--- config.mk ---
export PLATFORM = sky130hd
export DESIGN_NAME = alu_cmd_issuer_flat
export DESIGN_NICKNAME = d
export VERILOG_FILES = /design/src/rtl/alu_cmd_issuer_if.sv /design/src/rtl/alu_cmd_issuer.sv /design/src/flat_wrapper.sv
export SDC_FILE = /design/constraint.sdc
export NUM_CORES = 1
export LEC_CHECK = 0
export CAP_MARGIN = 5
export CORE_ASPECT_RATIO = 0.9
export CORE_MARGIN = 1
export CORE_UTILIZATION = 44
export DETAILED_ROUTE_END_ITERATION = 16
export PLACE_DENSITY = 0.78
export SLEW_MARGIN = 0
export SYNTH_ARGS = -nofsm -noshare
export SYNTH_HDL_FRONTEND = slang
export SYNTH_SLANG_ARGS = --single-unit
export TNS_END_PERCENT = 10
--- constraint.sdc ---
create_clock -name clk -period 3.65 [get_ports clk]
set_clock_uncertainty 0.2 [all_clocks]
set_input_delay 0.365 -clock clk [delete_from_list [all_inputs] [get_ports clk]]
set_output_delay 0.365 -clock clk [all_outputs]
set_load 0.02 [all_outputs]
--- src/rtl/alu_cmd_issuer_if.sv ---
// rtl/alu_cmd_issuer_if.sv - command, ALU and response bundle for alu_cmd_issuer
//
// Purpose: groups the three channels of the issuer into one bundle.
//   command channel  : cmd_valid/cmd_ready plus ld, op, rd, ra, rb, imm_en, imm
//   ALU bus          : alu_a, alu_b, alu_s out to the ALU; alu_f back from it
//   response channel : rsp_valid/rsp_ready plus rsp_data, rsp_rd
// Modports:
//   master : command source / response consumer / ALU side
//   slave  : the issuer itself
interface alu_cmd_issuer_if #(
  parameter int n  = 4,
  parameter int AW = 2
);
  logic          cmd_valid;
  logic          cmd_ready;
  logic          cmd_ld;
  logic [2:0]    cmd_op;
  logic [AW-1:0] cmd_rd;
  logic [AW-1:0] cmd_ra;
  logic [AW-1:0] cmd_rb;
  logic          cmd_imm_en;
  logic [n-1:0]  cmd_imm;

  logic [n-1:0]  alu_a;
  logic [n-1:0]  alu_b;
  logic [2:0]    alu_s;
  logic [n-1:0]  alu_f;

  logic          rsp_valid;
  logic          rsp_ready;
  logic [n-1:0]  rsp_data;
  logic [AW-1:0] rsp_rd;

  modport master (
    output cmd_valid, cmd_ld, cmd_op, cmd_rd, cmd_ra, cmd_rb, cmd_imm_en, cmd_imm,
    input  cmd_ready,
    input  alu_a, alu_b, alu_s,
    output alu_f,
    input  rsp_valid, rsp_data, rsp_rd,
    output rsp_ready
  );

  modport slave (
    input  cmd_valid, cmd_ld, cmd_op, cmd_rd, cmd_ra, cmd_rb, cmd_imm_en, cmd_imm,
    output cmd_ready,
    output alu_a, alu_b, alu_s,
    input  alu_f,
    output rsp_valid, rsp_data, rsp_rd,
    input  rsp_ready
  );
endinterface

--- src/rtl/alu_cmd_issuer.sv ---
// rtl/alu_cmd_issuer.sv - issues register-file operands to an external ALU and returns results
//
// Purpose: accepts one command at a time. A load writes cmd_imm straight into
//   the register file and responds next cycle. An ALU op latches operands from
//   the register file (or the immediate for B), holds them on the ALU bus for a
//   settle cycle, captures alu_f, writes it back and responds.
// Ports:
//   clk  : single clock, rising edge
//   rst  : synchronous, active-high reset; aborts any operation in flight
//   bus  : alu_cmd_issuer_if.slave - command in, ALU bus out, response out
// Parameters:
//   n    : data width (must match the ALU)
//   REGS : register-file depth, power of two
//   AW   : register address width, log2(REGS)
module alu_cmd_issuer #(
  parameter int n    = 4,
  parameter int REGS = 4,
  parameter int AW   = 2
) (
  input logic           clk,
  input logic           rst,
  alu_cmd_issuer_if.slave bus
);

  typedef enum logic [1:0] {
    IDLE    = 2'd0,
    ISSUE   = 2'd1,
    CAPTURE = 2'd2,
    RESP    = 2'd3
  } state_t;

  state_t        state_q, state_d;
  logic [n-1:0]  rf_q [REGS];
  logic [n-1:0]  rf_d [REGS];
  logic [n-1:0]  alu_a_q, alu_a_d;
  logic [n-1:0]  alu_b_q, alu_b_d;
  logic [2:0]    alu_s_q, alu_s_d;
  logic [AW-1:0] rd_q, rd_d;
  logic [n-1:0]  rsp_data_q, rsp_data_d;
  logic [AW-1:0] rsp_rd_q, rsp_rd_d;
  logic          cmd_ready;
  logic          rsp_valid;

  always_comb begin
    state_d    = state_q;
    rf_d       = rf_q;
    alu_a_d    = alu_a_q;
    alu_b_d    = alu_b_q;
    alu_s_d    = alu_s_q;
    rd_d       = rd_q;
    rsp_data_d = rsp_data_q;
    rsp_rd_d   = rsp_rd_q;
    cmd_ready  = 1'b0;
    rsp_valid  = 1'b0;

    case (state_q)
      IDLE: begin
        cmd_ready = 1'b1;
        if (bus.cmd_valid) begin
          if (bus.cmd_ld) begin
            rf_d[bus.cmd_rd] = bus.cmd_imm;
            rsp_data_d       = bus.cmd_imm;
            rsp_rd_d         = bus.cmd_rd;
            state_d          = RESP;
          end else begin
            // Operands come from rf_q, so a source equal to rd sees the
            // value from before this command's write-back.
            alu_a_d = rf_q[bus.cmd_ra];
            alu_b_d = bus.cmd_imm_en ? bus.cmd_imm : rf_q[bus.cmd_rb];
            alu_s_d = bus.cmd_op;
            rd_d    = bus.cmd_rd;
            state_d = ISSUE;
          end
        end
      end

      // Operands have just been registered; give the combinational ALU a
      // full cycle before sampling alu_f.
      ISSUE: begin
        state_d = CAPTURE;
      end

      CAPTURE: begin
        rf_d[rd_q] = bus.alu_f;
        rsp_data_d = bus.alu_f;
        rsp_rd_d   = rd_q;
        state_d    = RESP;
      end

      RESP: begin
        rsp_valid = 1'b1;
        if (bus.rsp_ready) begin
          state_d = IDLE;
        end
      end

      default: begin
        state_d = IDLE;
      end
    endcase
  end

  always_ff @(posedge clk) begin
    if (rst) begin
      state_q    <= IDLE;
      rf_q       <= '{default: '0};
      alu_a_q    <= '0;
      alu_b_q    <= '0;
      alu_s_q    <= '0;
      rd_q       <= '0;
      rsp_data_q <= '0;
      rsp_rd_q   <= '0;
    end else begin
      state_q    <= state_d;
      rf_q       <= rf_d;
      alu_a_q    <= alu_a_d;
      alu_b_q    <= alu_b_d;
      alu_s_q    <= alu_s_d;
      rd_q       <= rd_d;
      rsp_data_q <= rsp_data_d;
      rsp_rd_q   <= rsp_rd_d;
    end
  end

  assign bus.cmd_ready = cmd_ready;
  assign bus.rsp_valid = rsp_valid;
  assign bus.rsp_data  = rsp_data_q;
  assign bus.rsp_rd    = rsp_rd_q;
  assign bus.alu_a     = alu_a_q;
  assign bus.alu_b     = alu_b_q;
  assign bus.alu_s     = alu_s_q;

endmodule

--- src/flat_wrapper.sv ---
// flat-port wrapper written by rule: the top's interface ports become plain ports
module alu_cmd_issuer_flat 
#(
  parameter int n    = 4,
  parameter int REGS = 4,
  parameter int AW   = 2
)
  (clk, rst, bus_cmd_valid, bus_cmd_ld, bus_cmd_op, bus_cmd_rd, bus_cmd_ra, bus_cmd_rb, bus_cmd_imm_en, bus_cmd_imm, bus_cmd_ready, bus_alu_a, bus_alu_b, bus_alu_s, bus_alu_f, bus_rsp_valid, bus_rsp_data, bus_rsp_rd, bus_rsp_ready);
  alu_cmd_issuer_if #(.n(n), .AW(AW)) bus_i ();
  input logic clk;
  input logic rst;
  input wire logic [$bits(bus_i.cmd_valid)-1:0] bus_cmd_valid;
  input wire logic [$bits(bus_i.cmd_ld)-1:0] bus_cmd_ld;
  input wire logic [$bits(bus_i.cmd_op)-1:0] bus_cmd_op;
  input wire logic [$bits(bus_i.cmd_rd)-1:0] bus_cmd_rd;
  input wire logic [$bits(bus_i.cmd_ra)-1:0] bus_cmd_ra;
  input wire logic [$bits(bus_i.cmd_rb)-1:0] bus_cmd_rb;
  input wire logic [$bits(bus_i.cmd_imm_en)-1:0] bus_cmd_imm_en;
  input wire logic [$bits(bus_i.cmd_imm)-1:0] bus_cmd_imm;
  output wire logic [$bits(bus_i.cmd_ready)-1:0] bus_cmd_ready;
  output wire logic [$bits(bus_i.alu_a)-1:0] bus_alu_a;
  output wire logic [$bits(bus_i.alu_b)-1:0] bus_alu_b;
  output wire logic [$bits(bus_i.alu_s)-1:0] bus_alu_s;
  input wire logic [$bits(bus_i.alu_f)-1:0] bus_alu_f;
  output wire logic [$bits(bus_i.rsp_valid)-1:0] bus_rsp_valid;
  output wire logic [$bits(bus_i.rsp_data)-1:0] bus_rsp_data;
  output wire logic [$bits(bus_i.rsp_rd)-1:0] bus_rsp_rd;
  input wire logic [$bits(bus_i.rsp_ready)-1:0] bus_rsp_ready;
  assign bus_i.cmd_valid = bus_cmd_valid;
  assign bus_i.cmd_ld = bus_cmd_ld;
  assign bus_i.cmd_op = bus_cmd_op;
  assign bus_i.cmd_rd = bus_cmd_rd;
  assign bus_i.cmd_ra = bus_cmd_ra;
  assign bus_i.cmd_rb = bus_cmd_rb;
  assign bus_i.cmd_imm_en = bus_cmd_imm_en;
  assign bus_i.cmd_imm = bus_cmd_imm;
  assign bus_cmd_ready = bus_i.cmd_ready;
  assign bus_alu_a = bus_i.alu_a;
  assign bus_alu_b = bus_i.alu_b;
  assign bus_alu_s = bus_i.alu_s;
  assign bus_i.alu_f = bus_alu_f;
  assign bus_rsp_valid = bus_i.rsp_valid;
  assign bus_rsp_data = bus_i.rsp_data;
  assign bus_rsp_rd = bus_i.rsp_rd;
  assign bus_i.rsp_ready = bus_rsp_ready;
  alu_cmd_issuer #(.n(n), .REGS(REGS), .AW(AW)) u_core (.clk(clk), .rst(rst), .bus(bus_i));
endmodule
=== Word level (Yosys, flattened, before mapping) ===
Index checks and enable logic that the tools add are counted.

* Order comparisons: 6
* Equal/unequal tests: 6
* Multiplexer cells: 28
* Bitwise logic cells: 5
* Reduce and logical (&&, ||, !) cells: 7

{| class="wikitable"
|+ Operators by type and width
! cell !! count
|-
| $mux W4 || 9
|-
| $bwmux W16 || 2
|-
| $mux W16 || 2
|-
| $pmux W16 S2 || 1
|-
| $bmux W4 S2 || 2
|-
| $demux W4 S2 || 2
|-
| $ge A3 B3 Y1 const B || 4
|-
| $not A2 Y3 || 4
|-
| $mux W2 || 5
|-
| $pmux W2 S4 || 1
|-
| $pmux W4 S2 || 1
|-
| $lt A3 B1 Y1 const B || 2
|-
| $ne A2 B2 Y1 const B || 3
|-
| $reduce_and A3 Y1 || 2
|-
| $eq A2 B2 Y1 const B || 2
|-
| $pmux W2 S2 || 1
|-
| $eq A2 B1 Y1 const B || 1
|-
| $logic_and A1 B1 Y1 || 2
|-
| $logic_not A2 Y1 || 1
|-
| $mux W1 || 2
|-
| $reduce_and A2 Y1 || 1
|-
| $reduce_bool A2 Y1 || 1
|-
| $not A1 Y1 || 1
|}

* Bits in registers: 37

=== Logic depth before layout (Yosys ltp) ===
Gate-level depths: netlist of run 1.

* Depth after elaboration: 9
* Depth in mapped cells: 7
* Gate-level depth less buffers: 5

=== Worst setup path before layout of run 1 ===
OpenSTA, ideal clock, no wires.

* Path type: register -> register
* From: reg u_core.state_q[0]
* To: reg u_core.rf_q[0] (netlist bit)
* Setup time: 0.086 ns
* Arrival: 1.687 ns
* Required time: 3.364 ns
* Setup slack: 1.677 ns
* Cell stages (with the launch flop): 8
* Path buffers: 2
* Clock period less this slack: 1.973 ns
* Cells stage by stage: dfxtp_1 > inv_1 > ha_1 > mux2_4 > and2_4 > buf_6 > buf_8 > a221oi_2

* Longest elaborated chain between the ends: 3

{| class="wikitable"
|+ Ends and longest elaborated chain
! what !! line !! text
|-
| start: declaration || alu_cmd_issuer.sv:32 || <nowiki>state_t state_q, state_d;</nowiki>
|-
| start signal: assignment || alu_cmd_issuer.sv:114 || <nowiki>state_q <= state_d;</nowiki>
|-
| $eq A2 B2 Y1 / $logic_not A2 Y1 (equally long branches) || alu_cmd_issuer.sv:56 || <nowiki>case (state_q)</nowiki>
|-
| $reduce_bool A2 Y1 (no source line) / $ne A2 B2 Y1 (equally long branches) || - ||
|-
| $reduce_and A3 Y1 (no source line) || - ||
|-
| end signal: assignment || alu_cmd_issuer.sv:115 || <nowiki>rf_q <= rf_d;</nowiki>
|-
| end: declaration || alu_cmd_issuer.sv:33 || <nowiki>logic [n-1:0] rf_q [REGS];</nowiki>
|}

Parallel ways exist; a longest one is shown, timed or not.
A chain may end at the register's enable or synchronous reset.

=== Worst setup path in the final report of run 1 ===
* From: reg u_core.state_q[0]
* To: out bus_cmd_ready

* Longest elaborated chain between the ends: 2

{| class="wikitable"
|+ Ends and longest elaborated chain
! what !! line !! text
|-
| $logic_not A2 Y1 || alu_cmd_issuer.sv:56 ||
|-
| $mux W1 || alu_cmd_issuer.sv:56 ||
|-
| end: declaration || flat_wrapper.sv:20 || <nowiki>output wire logic [$bits(bus_i.cmd_ready)-1:0] bus_cmd_ready;</nowiki>
|}

No other way between the ends.

==> impl_metrics.prom, run 1 <==
# TYPE chip_impl_metric gauge
chip_impl_info{name="outcome",value="completed"} 1
chip_impl_metric{name="placed_cells_incl_taps",unit=""} 310
chip_impl_metric{name="tritoncts.num_buffers",unit=""} 5
chip_impl_metric{name="postSynthRegisterBits",unit=""} 37
chip_impl_info{name="cts-root-buf",value="sky130_fd_sc_hd__clkbuf_8"} 1
chip_impl_metric{name="layout.cells.non_filler",unit=""} 318
chip_impl_info{name="critical_path.startpoint_type",value="flop"} 1
chip_impl_info{name="yosys.cell_count.top_type",value="sky130_fd_sc_hd__dfxtp_1"} 1
chip_impl_metric{name="grt_usage",unit=""} 0.209
chip_impl_metric{name="grt_overflow",unit=""} 0
chip_impl_metric{name="synthesis.area_per_instance",unit="sq um"} 9.70
chip_impl_metric{name="grt_antenna_before_repair",unit=""} 0
chip_impl_metric{name="starting_density_of_the_core",unit=""} 0.472
chip_impl_metric{name="p_leak",unit="uW"} 0.000900
chip_impl_metric{name="tightestPinTransition",unit="ns"} 0.590
chip_impl_metric{name="layout_min_cycle_time",unit="ns"} 2.19
chip_impl_metric{name="slew_viol_final",unit=""} 0
chip_impl_info{name="dominantRegCellSynth",value="sky130_fd_sc_hd__dfxtp_1"} 1
chip_impl_metric{name="setup_total_negative_slack",unit="ns"} 0
chip_impl_info{name="synth.top_cells.by_count",value="sky130_fd_sc_hd__dfxtp_1, sky130_fd_sc_hd__nand2_1, sky130_fd_sc_hd__a21oi_1, sky130_fd_sc_hd__nand2b_1, sky130_fd_sc_hd__inv_1"} 1
chip_impl_metric{name="design.core.area",unit="sq um"} 4600
chip_impl_metric{name="htreeDepth",unit=""} 2
chip_impl_metric{name="netlist_area",unit="sq um"} 2170
chip_impl_metric{name="ratio_of_cells_with_drive_above_1_in_the_final_layout",unit=""} 0.141
chip_impl_metric{name="timing.final.hold_violations",unit=""} 0
chip_impl_metric{name="worst-path-max-fanout",unit=""} 4
chip_impl_metric{name="ff2ff_setup_slack",unit="ns"} 1.62
chip_impl_metric{name="design_power_total",unit="uW"} 1510
chip_impl_metric{name="post_synth_num_cell_types",unit=""} 37
chip_impl_metric{name="max_buffers_root_to_sink",unit=""} 2
chip_impl_metric{name="finalWirelength",unit="um"} 5160
chip_impl_metric{name="numnets_final",unit=""} 282
chip_impl_metric{name="synth_top_cell_area_share",unit=""} 0.341
chip_impl_metric{name="crit_required",unit="ns"} 3.08
chip_impl_metric{name="synth_async_sr_flop_share",unit=""} 0
chip_impl_metric{name="multi_input_comb_area",unit="sq um"} 1270
chip_impl_metric{name="synth_nets",unit=""} 251
chip_impl_metric{name="die_h",unit="um"} 68.7
chip_impl_metric{name="largest_net_degree_at_the_start_of_global_routing",unit=""} 40
chip_impl_metric{name="detail_route.vias_per_cell",unit=""} 5.89
chip_impl_metric{name="wire_length_of_the_first_global_routing_pass",unit="um"} 8440
chip_impl_metric{name="post-route-period-util",unit=""} 0.599
chip_impl_metric{name="critical_path_arrival",unit="ns"} 1.62
chip_impl_metric{name="ios",unit=""} 42
chip_impl_metric{name="areaGrowthSynthToFinish",unit="%"} 21.9
chip_impl_metric{name="clkTransAtPathRegs",unit="ns"} 0.07
chip_impl_metric{name="regArea",unit="sq um"} 741
chip_impl_metric{name="first_pass_iteration_count_of_the_detailed_router",unit=""} 6
chip_impl_info{name="netlist_top_cells_area",value="sky130_fd_sc_hd__dfxtp_1, sky130_fd_sc_hd__mux2i_1, sky130_fd_sc_hd__o32ai_1"} 1
chip_impl_metric{name="max_freq",unit="GHz"} 0.457
chip_impl_metric{name="route.antenna.remaining_nets",unit=""} 0
chip_impl_info{name="criticalPathCategory",value="flop to output pin"} 1
chip_impl_metric{name="grt_pass1_vias",unit=""} 1667
chip_impl_metric{name="num_vias",unit=""} 1872
chip_impl_metric{name="pwr_density_cell",unit="nW/um^2"} 569
chip_impl_metric{name="design.die.area",unit="sq um"} 5220
chip_impl_metric{name="maximum_vdd_ir_drop",unit="V"} 0.000563
chip_impl_info{name="rsz0062_at_grt",value="false"} 1
chip_impl_metric{name="nFillCells",unit=""} 422
chip_impl_metric{name="detailed_place_hpwl",unit="um"} 3720
chip_impl_metric{name="clock_sink_total",unit=""} 37
chip_impl_metric{name="synth.yosys.warnings",unit=""} 0
chip_impl_metric{name="synth-seq-area-share",unit=""} 0.341
chip_impl_metric{name="synth_enable_flop_cells",unit=""} 0
chip_impl_metric{name="setup_viol",unit=""} 0
chip_impl_metric{name="postCtsSetupRepairBufs",unit=""} 0
chip_impl_metric{name="ctsHoldBuffers",unit=""} 0
chip_impl_metric{name="postSynthCellCount",unit=""} 224
chip_impl_metric{name="worst_skew_late_latency",unit="ns"} 0.28
chip_impl_info{name="tritoncts",value="done"} 1
chip_impl_metric{name="detailedRoute.firstIterationViolations",unit=""} 147
chip_impl_metric{name="final_core_utilization",unit=""} 0.576
chip_impl_metric{name="max_cap_violations",unit=""} 0
chip_impl_info{name="hold_path.class",value="flop to flop"} 1
chip_impl_info{name="synth_top_cell_by_area",value="sky130_fd_sc_hd__dfxtp_1"} 1
chip_impl_metric{name="rows",unit=""} 23
chip_impl_metric{name="die_width",unit="um"} 76.1
chip_impl_metric{name="ctsResizeCount",unit=""} 0
chip_impl_metric{name="routedWlPerCell",unit="um"} 16.2
chip_impl_metric{name="drc",unit=""} 0
chip_impl_metric{name="port_buffers",unit=""} 41
chip_impl_info{name="worstSetupEndpointType",value="output pin"} 1
chip_impl_metric{name="gpl_wtd_cong",unit=""} 0.835
chip_impl_metric{name="antennaDiodeCount",unit=""} 0
chip_impl_metric{name="worst_max_slew_margin_expressed_relative_to_the_limit",unit=""} 0.607
==> power by group <==
group | internal [uW] | switching (uW)
logic | 309 | 393
registers | 479 | 59.2
clock network | 132 | 137
total | 920 | 589
==> flip-flops by register name, indices dropped and copies added (netlist names) <==
register and count:
u_core.bus.alu_a 4, u_core.bus.alu_b 4, u_core.bus.alu_s 3, u_core.bus.rsp_data 4, u_core.bus.rsp_rd 2, u_core.rd_q 2
u_core.rf_q 16, u_core.state_q 2
==> final timing paths <==
check	cells after the start	start	end
worst max register to register	6	u_core.state_q[0]	u_core.rf_q[3]
worst min register to register	2	u_core.bus.alu_s[2]	u_core.bus.alu_s[2]
worst min-delay path	2	u_core.bus.alu_s[2]	u_core.bus.alu_s[2]
worst max-delay path	3	u_core.state_q[0]	bus_cmd_ready
==> placed cells by master (no fill, tap or decap), types with 5 or more instances in the layout <==
cell type	n
sky130_fd_sc_hd__a211oi_2	6
sky130_fd_sc_hd__a21oi_1	17
sky130_fd_sc_hd__a221oi_1	8
sky130_fd_sc_hd__clkbuf_8	5
sky130_fd_sc_hd__clkdlybuf4s50_1	41
sky130_fd_sc_hd__dfxtp_1	37
sky130_fd_sc_hd__inv_1	14
sky130_fd_sc_hd__mux2_2	8
sky130_fd_sc_hd__mux2i_1	11
sky130_fd_sc_hd__nand2_1	20
sky130_fd_sc_hd__nand2b_1	15
sky130_fd_sc_hd__nor2_1	6
sky130_fd_sc_hd__o32ai_1	12
==> cells by family after synthesis <==
logic type,share of synthesized area
AOI/OAI and AO/OA,0.257
adders and majority gates,0.0230
buffers and inverters,0.0743
DFF,0.341
muxes,0.140
and+or+nand+nor,0.165
==> per-stage QoR <==
stage | setup slack (ns) | cell area (sq um) | hold WS [ns]
floorplan | 1.68 | 2170 | 0.249
global placement | 1.43 | 2570 | 0.242
detailed placement | 1.41 | 2570 | 0.248
CTS | 1.46 | 2650 | 0.257
global route | 1.39 | 2650 | 0.273
finish | 1.46 | 2650 | 0.253
==> final cells by class <==
| cell class | instances | area share |
|---|---|---|
| clock inverters | 2 | 0.00378 |
| repair buffers | 43 | 0.161 |
| flip-flops and latches | 37 | 0.280 |
| inverters | 14 | 0.0198 |
| clock buffers | 6 | 0.0274 |
| multi-input cells | 154 | 0.480 |
| well taps | 62 | 0.0293 |
==> critical path: stages, from the launching register on <==
cell                              delay (ns)
sky130_fd_sc_hd__dfxtp_1                0.33
sky130_fd_sc_hd__inv_1                  0.11
sky130_fd_sc_hd__ha_1                   0.26
sky130_fd_sc_hd__clkdlybuf4s50_1        0.64
==> per-layer routing <==
layer  share of wire  GRT usage  vias to the layer above
met1            0.46      0.270                      890
met3           0.056     0.0447                        5
met5               0          0                        -
met2            0.47      0.357                       59
li1                -          -                      918
met4          0.0072     0.0625                        0
Note: power is estimated with default switching activity, not from simulation.
==> run 2, diff against run 1 <==
- clock period: 3.65 -> 2.2 ns (I/O delays scaled with it)
==> impl_metrics.prom, run 2 (synthesis gave the netlist of run 1 again) <==
# TYPE chip_impl_metric gauge
chip_impl_metric{name="internal_cell_power",unit="uW"} 1570
chip_impl_metric{name="max_cap_violations",unit=""} 0
chip_impl_info{name="source_of_the_critical_timing_path",value="u_core.state_q[0]"} 1
chip_impl_metric{name="setup_viol",unit=""} 0
chip_impl_metric{name="layout.cells.non_filler",unit=""} 323
chip_impl_metric{name="rows",unit=""} 23
chip_impl_metric{name="worst_skew_late_latency",unit="ns"} 0.29
chip_impl_info{name="crit_path_cell_trace",value="inv_1, ha_1, clkdlybuf4s50_1"} 1
chip_impl_info{name="hold_path_startpoint",value="u_core.bus.alu_s[0]"} 1
chip_impl_metric{name="largest_register_ffs",unit=""} 16
chip_impl_metric{name="tritoncts.num_buffers",unit=""} 5
chip_impl_metric{name="clock_sink_total",unit=""} 37
chip_impl_metric{name="worst_max_slew_margin_expressed_relative_to_the_limit",unit=""} 0.705
chip_impl_info{name="worstSetupEndpointType",value="output pin"} 1
chip_impl_info{name="worst_path_max_delay_cell",value="sky130_fd_sc_hd__clkdlybuf4s50_1"} 1
chip_impl_metric{name="power.switching_fraction",unit=""} 0.392
chip_impl_metric{name="max_buffers_root_to_sink",unit=""} 2
chip_impl_metric{name="critical_path_buffer_and_inverter_count",unit=""} 2
chip_impl_metric{name="num_vias",unit=""} 1898
chip_impl_metric{name="ratio_of_cells_with_drive_above_1_in_the_final_layout",unit=""} 0.157
chip_impl_metric{name="wire_length_of_the_first_global_routing_pass",unit="um"} 8470
chip_impl_metric{name="critical_path_arrival",unit="ns"} 1.66
chip_impl_metric{name="htreeDepth",unit=""} 2
chip_impl_info{name="rsz0062_at_grt",value="false"} 1
chip_impl_metric{name="ios",unit=""} 42
chip_impl_metric{name="die_h",unit="um"} 68.7
chip_impl_metric{name="ctsHoldBuffers",unit=""} 0
chip_impl_metric{name="detailedRoute.firstIterationViolations",unit=""} 177
chip_impl_metric{name="route.antenna.remaining_nets",unit=""} 0
chip_impl_metric{name="placed_cells_incl_taps",unit=""} 315
chip_impl_metric{name="largest_net_degree_at_the_start_of_global_routing",unit=""} 42
chip_impl_info{name="cts-root-buf",value="sky130_fd_sc_hd__clkbuf_8"} 1
chip_impl_info{name="commonest_non_fill_non_tap_cell_in_the_layout",value="sky130_fd_sc_hd__clkdlybuf4s50_1"} 1
chip_impl_metric{name="design.core.area",unit="sq um"} 4600
chip_impl_metric{name="maximum_vdd_ir_drop",unit="V"} 0.000757
chip_impl_metric{name="post-route-period-util",unit=""} 0.947
chip_impl_info{name="tritoncts",value="done"} 1
chip_impl_metric{name="areaGrowthSynthToFinish",unit="%"} 24.8
chip_impl_info{name="outcome",value="completed"} 1
chip_impl_metric{name="design.die.area",unit="sq um"} 5220
chip_impl_info{name="critical_path.startpoint_type",value="flop"} 1
chip_impl_metric{name="worst-path-max-fanout",unit=""} 4
chip_impl_metric{name="first_pass_iteration_count_of_the_detailed_router",unit=""} 4
chip_impl_metric{name="grt_overflow",unit=""} 0
chip_impl_metric{name="gpl_wtd_cong",unit=""} 0.850
chip_impl_metric{name="detailed_place_hpwl",unit="um"} 3720
chip_impl_metric{name="clock_power_share",unit=""} 0.182
chip_impl_info{name="criticalPathCategory",value="flop to output pin"} 1
chip_impl_info{name="most-common-layout-cells",value="sky130_fd_sc_hd__clkdlybuf4s50_1, sky130_fd_sc_hd__dfxtp_1, sky130_fd_sc_hd__nand2_1"} 1
chip_impl_metric{name="grt_usage",unit=""} 0.211
chip_impl_metric{name="pwr_density_cell",unit="nW/um^2"} 950
chip_impl_metric{name="antennaDiodeCount",unit=""} 0
chip_impl_metric{name="highest_cell_delay_on_the_worst_timing_path",unit="ns"} 0.66
chip_impl_metric{name="routedWlPerCell",unit="um"} 16.2
chip_impl_metric{name="part_of_the_power_in_combinational_logic",unit=""} 0.474
chip_impl_metric{name="clkTransAtPathRegs",unit="ns"} 0.07
chip_impl_metric{name="port_buffers",unit=""} 41
chip_impl_metric{name="die_width",unit="um"} 76.1
chip_impl_metric{name="hold_ws",unit="ns"} 0.255
chip_impl_info{name="worstReg2RegStart",value="u_core.state_q[0]"} 1
chip_impl_metric{name="postCtsSetupRepairBufs",unit=""} 0
chip_impl_metric{name="finalWirelength",unit="um"} 5230
chip_impl_metric{name="p_leak",unit="uW"} 0.000933
chip_impl_metric{name="ctsResizeCount",unit=""} 0
chip_impl_metric{name="crit_required",unit="ns"} 1.78
chip_impl_metric{name="numnets_final",unit=""} 287
chip_impl_metric{name="slew_viol_final",unit=""} 0
chip_impl_metric{name="max_freq",unit="GHz"} 0.480
chip_impl_metric{name="layout_min_cycle_time",unit="ns"} 2.08
chip_impl_metric{name="setup_total_negative_slack",unit="ns"} 0
chip_impl_metric{name="starting_density_of_the_core",unit=""} 0.472
chip_impl_metric{name="nFillCells",unit=""} 425
chip_impl_info{name="top_register",value="u_core.rf_q"} 1
chip_impl_metric{name="drc",unit=""} 0
chip_impl_info{name="hold_path.class",value="flop to flop"} 1
chip_impl_metric{name="grt_antenna_before_repair",unit=""} 0
chip_impl_metric{name="timing.final.hold_violations",unit=""} 0
chip_impl_metric{name="grt_pass1_vias",unit=""} 1742
chip_impl_metric{name="detail_route.vias_per_cell",unit=""} 5.88
chip_impl_info{name="critical-path-top-delay-family",value="buffers and inverters"} 1
chip_impl_metric{name="power_switching",unit="uW"} 1010
chip_impl_metric{name="flop_pwr_share",unit=""} 0.344
chip_impl_metric{name="tightestPinTransition",unit="ns"} 0.443
==> run 2: changes by cell type in the layout (fill, tap and decap cells not counted), sizes merged <==
| cell | change |
|---|---|
| buf | +5 |
==> run 2: worst reg2reg max path, stage by stage, from the launching register on <==
cell                       delay, ns
sky130_fd_sc_hd__dfxtp_1        0.35
sky130_fd_sc_hd__inv_1          0.09
sky130_fd_sc_hd__ha_1           0.27
sky130_fd_sc_hd__mux2_4         0.39
sky130_fd_sc_hd__and2_4         0.27
sky130_fd_sc_hd__a221oi_1       0.30
==> run 2: power groups by stage <==
stage / Clock [uW] / Combinational [uW] / Sequential (uW)
finish: 468 / 1220 / 886
floorplan: 0 / 837 / 949
CTS: 481 / 1220 / 885
global placement: 0 / 1190 / 899
detailed placement: 0 / 1220 / 899
global route: 511 / 1320 / 903
==> run 2: cell type report <==
| class | count | area (sq um) | area share |
|---|---|---|---|
| clock buffer | 6 | 72.6 | 0.0268 |
| timing repair buffer | 48 | 488 | 0.180 |
| tap | 62 | 77.6 | 0.0286 |
| clock inverter | 2 | 10.0 | 0.00369 |
| sequential | 37 | 741 | 0.273 |
| inverter | 14 | 52.6 | 0.0194 |
| multi-input combinational | 154 | 1270 | 0.469 |
==> run 2: per-stage QoR <==
| stage | instance area (sq um) | power [uW] | setup slack (ns) | utilization |
|---|---|---|---|---|
| 4_1_cts | 2710 | 2590 | 0.112 | 0.589 |
| 5_1_grt | 2710 | 2730 | 0.0524 | 0.589 |
| 3_3_place_gp | 2630 | 2090 | 0.203 | 0.571 |
| 6_report | 2710 | 2580 | 0.118 | 0.589 |
| 2_1_floorplan | 2170 | 1790 | 0.227 | - |
| 3_5_place_dp | 2630 | 2120 | 0.138 | 0.571 |
==> run 2: routing by layer <==
layer | track usage | vias up | share of wire
li1 | - | 925 | -
met1 | 0.263 | 901 | 0.45
met2 | 0.361 | 63 | 0.47
met3 | 0.0500 | 9 | 0.068
met4 | 0.0841 | 0 | 0.013
met5 | 0 | - | 0
==> run 2: path summary, 6_finish.rpt <==
check | endpoint | slack [ns] | cells after the start
max | bus_cmd_ready | 0.12 | 3
min | u_core.bus.alu_s[0] | 0.26 | 2
max reg2reg | u_core.rf_q[6] | 0.21 | 5
min reg2reg | u_core.bus.alu_s[0] | 0.26 | 2
==> run 3, diff against run 2 <==
- CAP_MARGIN: 5 -> unset
- GPL_TIMING_DRIVEN: unset -> 1
- REMOVE_ABC_BUFFERS: unset -> 1
==> impl_metrics.prom, run 3 (synthesis gave the netlist of run 1 again) <==
# TYPE chip_impl_metric gauge
chip_impl_info{name="most-common-layout-cells",value="sky130_fd_sc_hd__clkdlybuf4s50_1, sky130_fd_sc_hd__dfxtp_1, sky130_fd_sc_hd__nand2_1"} 1
chip_impl_metric{name="worst-path-max-fanout",unit=""} 4
chip_impl_metric{name="rows",unit=""} 23
chip_impl_info{name="criticalPathCategory",value="flop to output pin"} 1
chip_impl_metric{name="detail_route.vias_per_cell",unit=""} 5.79
chip_impl_metric{name="largest_register_ffs",unit=""} 16
chip_impl_metric{name="final_core_utilization",unit=""} 0.587
chip_impl_metric{name="crit_required",unit="ns"} 1.78
chip_impl_metric{name="route.antenna.remaining_nets",unit=""} 0
chip_impl_metric{name="ctsResizeCount",unit=""} 0
chip_impl_info{name="worst_path_max_delay_cell",value="sky130_fd_sc_hd__clkdlybuf4s50_1"} 1
chip_impl_metric{name="layout.cells.non_filler",unit=""} 320
chip_impl_metric{name="detailedRoute.firstIterationViolations",unit=""} 160
chip_impl_metric{name="grt_antenna_before_repair",unit=""} 0
chip_impl_metric{name="grt_overflow",unit=""} 0
chip_impl_info{name="critical-path-top-delay-family",value="buffers and inverters"} 1
chip_impl_metric{name="wire_length_of_the_first_global_routing_pass",unit="um"} 8560
chip_impl_metric{name="design.die.area",unit="sq um"} 5220
chip_impl_metric{name="port_buffers",unit=""} 41
chip_impl_metric{name="die_width",unit="um"} 76.1
chip_impl_metric{name="numnets_final",unit=""} 285
chip_impl_info{name="worstReg2RegStart",value="u_core.state_q[0]"} 1
chip_impl_metric{name="postCtsSetupRepairBufs",unit=""} 0
chip_impl_info{name="cts-root-buf",value="sky130_fd_sc_hd__clkbuf_8"} 1
chip_impl_info{name="crit_path_cell_trace",value="inv_1, ha_1, clkdlybuf4s50_1"} 1
chip_impl_metric{name="starting_density_of_the_core",unit=""} 0.472
chip_impl_info{name="worstSetupEndpointType",value="output pin"} 1
chip_impl_metric{name="tritoncts.num_buffers",unit=""} 5
chip_impl_info{name="hold_path_startpoint",value="u_core.bus.alu_s[0]"} 1
chip_impl_metric{name="critical_path_arrival",unit="ns"} 1.63
chip_impl_metric{name="placed_cells_incl_taps",unit=""} 313
chip_impl_metric{name="detailed_place_hpwl",unit="um"} 3550
chip_impl_info{name="critical_path.startpoint_type",value="flop"} 1
chip_impl_metric{name="nFillCells",unit=""} 425
chip_impl_info{name="tritoncts",value="done"} 1
chip_impl_metric{name="routedWlPerCell",unit="um"} 16.0
chip_impl_metric{name="max_cap_violations",unit=""} 0
chip_impl_metric{name="ctsHoldBuffers",unit=""} 0
chip_impl_metric{name="die_h",unit="um"} 68.7
chip_impl_metric{name="areaGrowthSynthToFinish",unit="%"} 24.3
chip_impl_metric{name="slew_viol_final",unit=""} 0
chip_impl_metric{name="first_pass_iteration_count_of_the_detailed_router",unit=""} 4
chip_impl_metric{name="max_buffers_root_to_sink",unit=""} 2
chip_impl_info{name="source_of_the_critical_timing_path",value="u_core.state_q[0]"} 1
chip_impl_metric{name="antennaDiodeCount",unit=""} 0
chip_impl_metric{name="layout_min_cycle_time",unit="ns"} 2.05
chip_impl_metric{name="design.core.area",unit="sq um"} 4600
chip_impl_info{name="outcome",value="completed"} 1
chip_impl_metric{name="ratio_of_cells_with_drive_above_1_in_the_final_layout",unit=""} 0.147
chip_impl_metric{name="gpl_wtd_cong",unit=""} 0.788
chip_impl_metric{name="clock_sink_total",unit=""} 37
chip_impl_metric{name="htreeDepth",unit=""} 2
chip_impl_metric{name="stdcell_area",unit="sq um"} 2700
chip_impl_metric{name="p_leak",unit="uW"} 0.000922
chip_impl_metric{name="pwr_density_cell",unit="nW/um^2"} 948
chip_impl_metric{name="setup_total_negative_slack",unit="ns"} 0
chip_impl_metric{name="maximum_vdd_ir_drop",unit="V"} 0.000663
chip_impl_info{name="rsz0062_at_grt",value="false"} 1
chip_impl_metric{name="critical_path_buffer_and_inverter_count",unit=""} 2
chip_impl_metric{name="setup_viol",unit=""} 0
chip_impl_info{name="hold_path.class",value="flop to flop"} 1
chip_impl_metric{name="grt_pass1_vias",unit=""} 1812
chip_impl_metric{name="tightestPinTransition",unit="ns"} 0.466
chip_impl_metric{name="worst_max_slew_margin_expressed_relative_to_the_limit",unit=""} 0.689
chip_impl_metric{name="timing.final.hold_violations",unit=""} 0
chip_impl_metric{name="worst_skew_late_latency",unit="ns"} 0.28
chip_impl_metric{name="num_vias",unit=""} 1852
chip_impl_metric{name="ios",unit=""} 42
chip_impl_metric{name="largest_net_degree_at_the_start_of_global_routing",unit=""} 42
chip_impl_metric{name="design_power_total",unit="uW"} 2560
chip_impl_metric{name="finalWirelength",unit="um"} 5120
chip_impl_metric{name="highest_cell_delay_on_the_worst_timing_path",unit="ns"} 0.64
chip_impl_metric{name="clkTransAtPathRegs",unit="ns"} 0.06
chip_impl_metric{name="post-route-period-util",unit=""} 0.934
chip_impl_metric{name="drc",unit=""} 0
chip_impl_info{name="top_register",value="u_core.rf_q"} 1
chip_impl_info{name="commonest_non_fill_non_tap_cell_in_the_layout",value="sky130_fd_sc_hd__clkdlybuf4s50_1"} 1
chip_impl_metric{name="grt_usage",unit=""} 0.212
chip_impl_metric{name="max_freq",unit="GHz"} 0.487
chip_impl_metric{name="cell_area_placed",unit="sq um"} 2620
run 3: per-stage QoR:
stage | hold slack [ns] | worst slack [ns]
global placement | 0.241 | 0.190
detailed placement | 0.247 | 0.117
CTS | 0.256 | 0.136
finish | 0.255 | 0.146
floorplan | 0.0846 | -0.117
global route | 0.284 | 0.0750
run 3: final cells by class:
class	instances	area (sq um)	share of cell area
Tap cell	62	77.6	0.0287
Multi-Input combinational cell	154	1270	0.471
Timing Repair Buffer	46	473	0.175
Clock buffer	7	86.3	0.0320
Inverter	14	52.6	0.0195
Sequential cell	37	741	0.274
run 3: where the power goes:
part           switching, uW  internal, uW  total (uW)
Combinational            653           549        1200
Clock                    222           248         470
Sequential              94.4           795         889
Total                    970          1590        2560
run 3: worst register-to-register path: stages (launching register included):
cell and delay [ns]:
sky130_fd_sc_hd__dfxtp_1 0.37, sky130_fd_sc_hd__inv_1 0.10, sky130_fd_sc_hd__ha_1 0.27, sky130_fd_sc_hd__mux2_4 0.39, sky130_fd_sc_hd__and2_4 0.27, sky130_fd_sc_hd__a221oi_1 0.28
run 3: path summary, 6_finish.rpt:
kind / end / slack (ns) / cells after the start
setup / recovery: bus_cmd_ready / 0.15 / 3
hold / removal: u_core.bus.alu_s[0] / 0.25 / 2
setup reg to reg: u_core.rf_q[10] / 0.23 / 5
hold reg to reg: u_core.bus.alu_s[0] / 0.25 / 2
run 3: per-layer routing:
| layer | GRT usage | part of all wire | vias up |
|---|---|---|---|
| met4 | 0.0913 | 0.016 | 0 |
| met3 | 0.0526 | 0.060 | 12 |
| li1 | - | - | 917 |
| met1 | 0.269 | 0.47 | 859 |
| met2 | 0.349 | 0.45 | 64 |
| met5 | 0 | 0 | - |
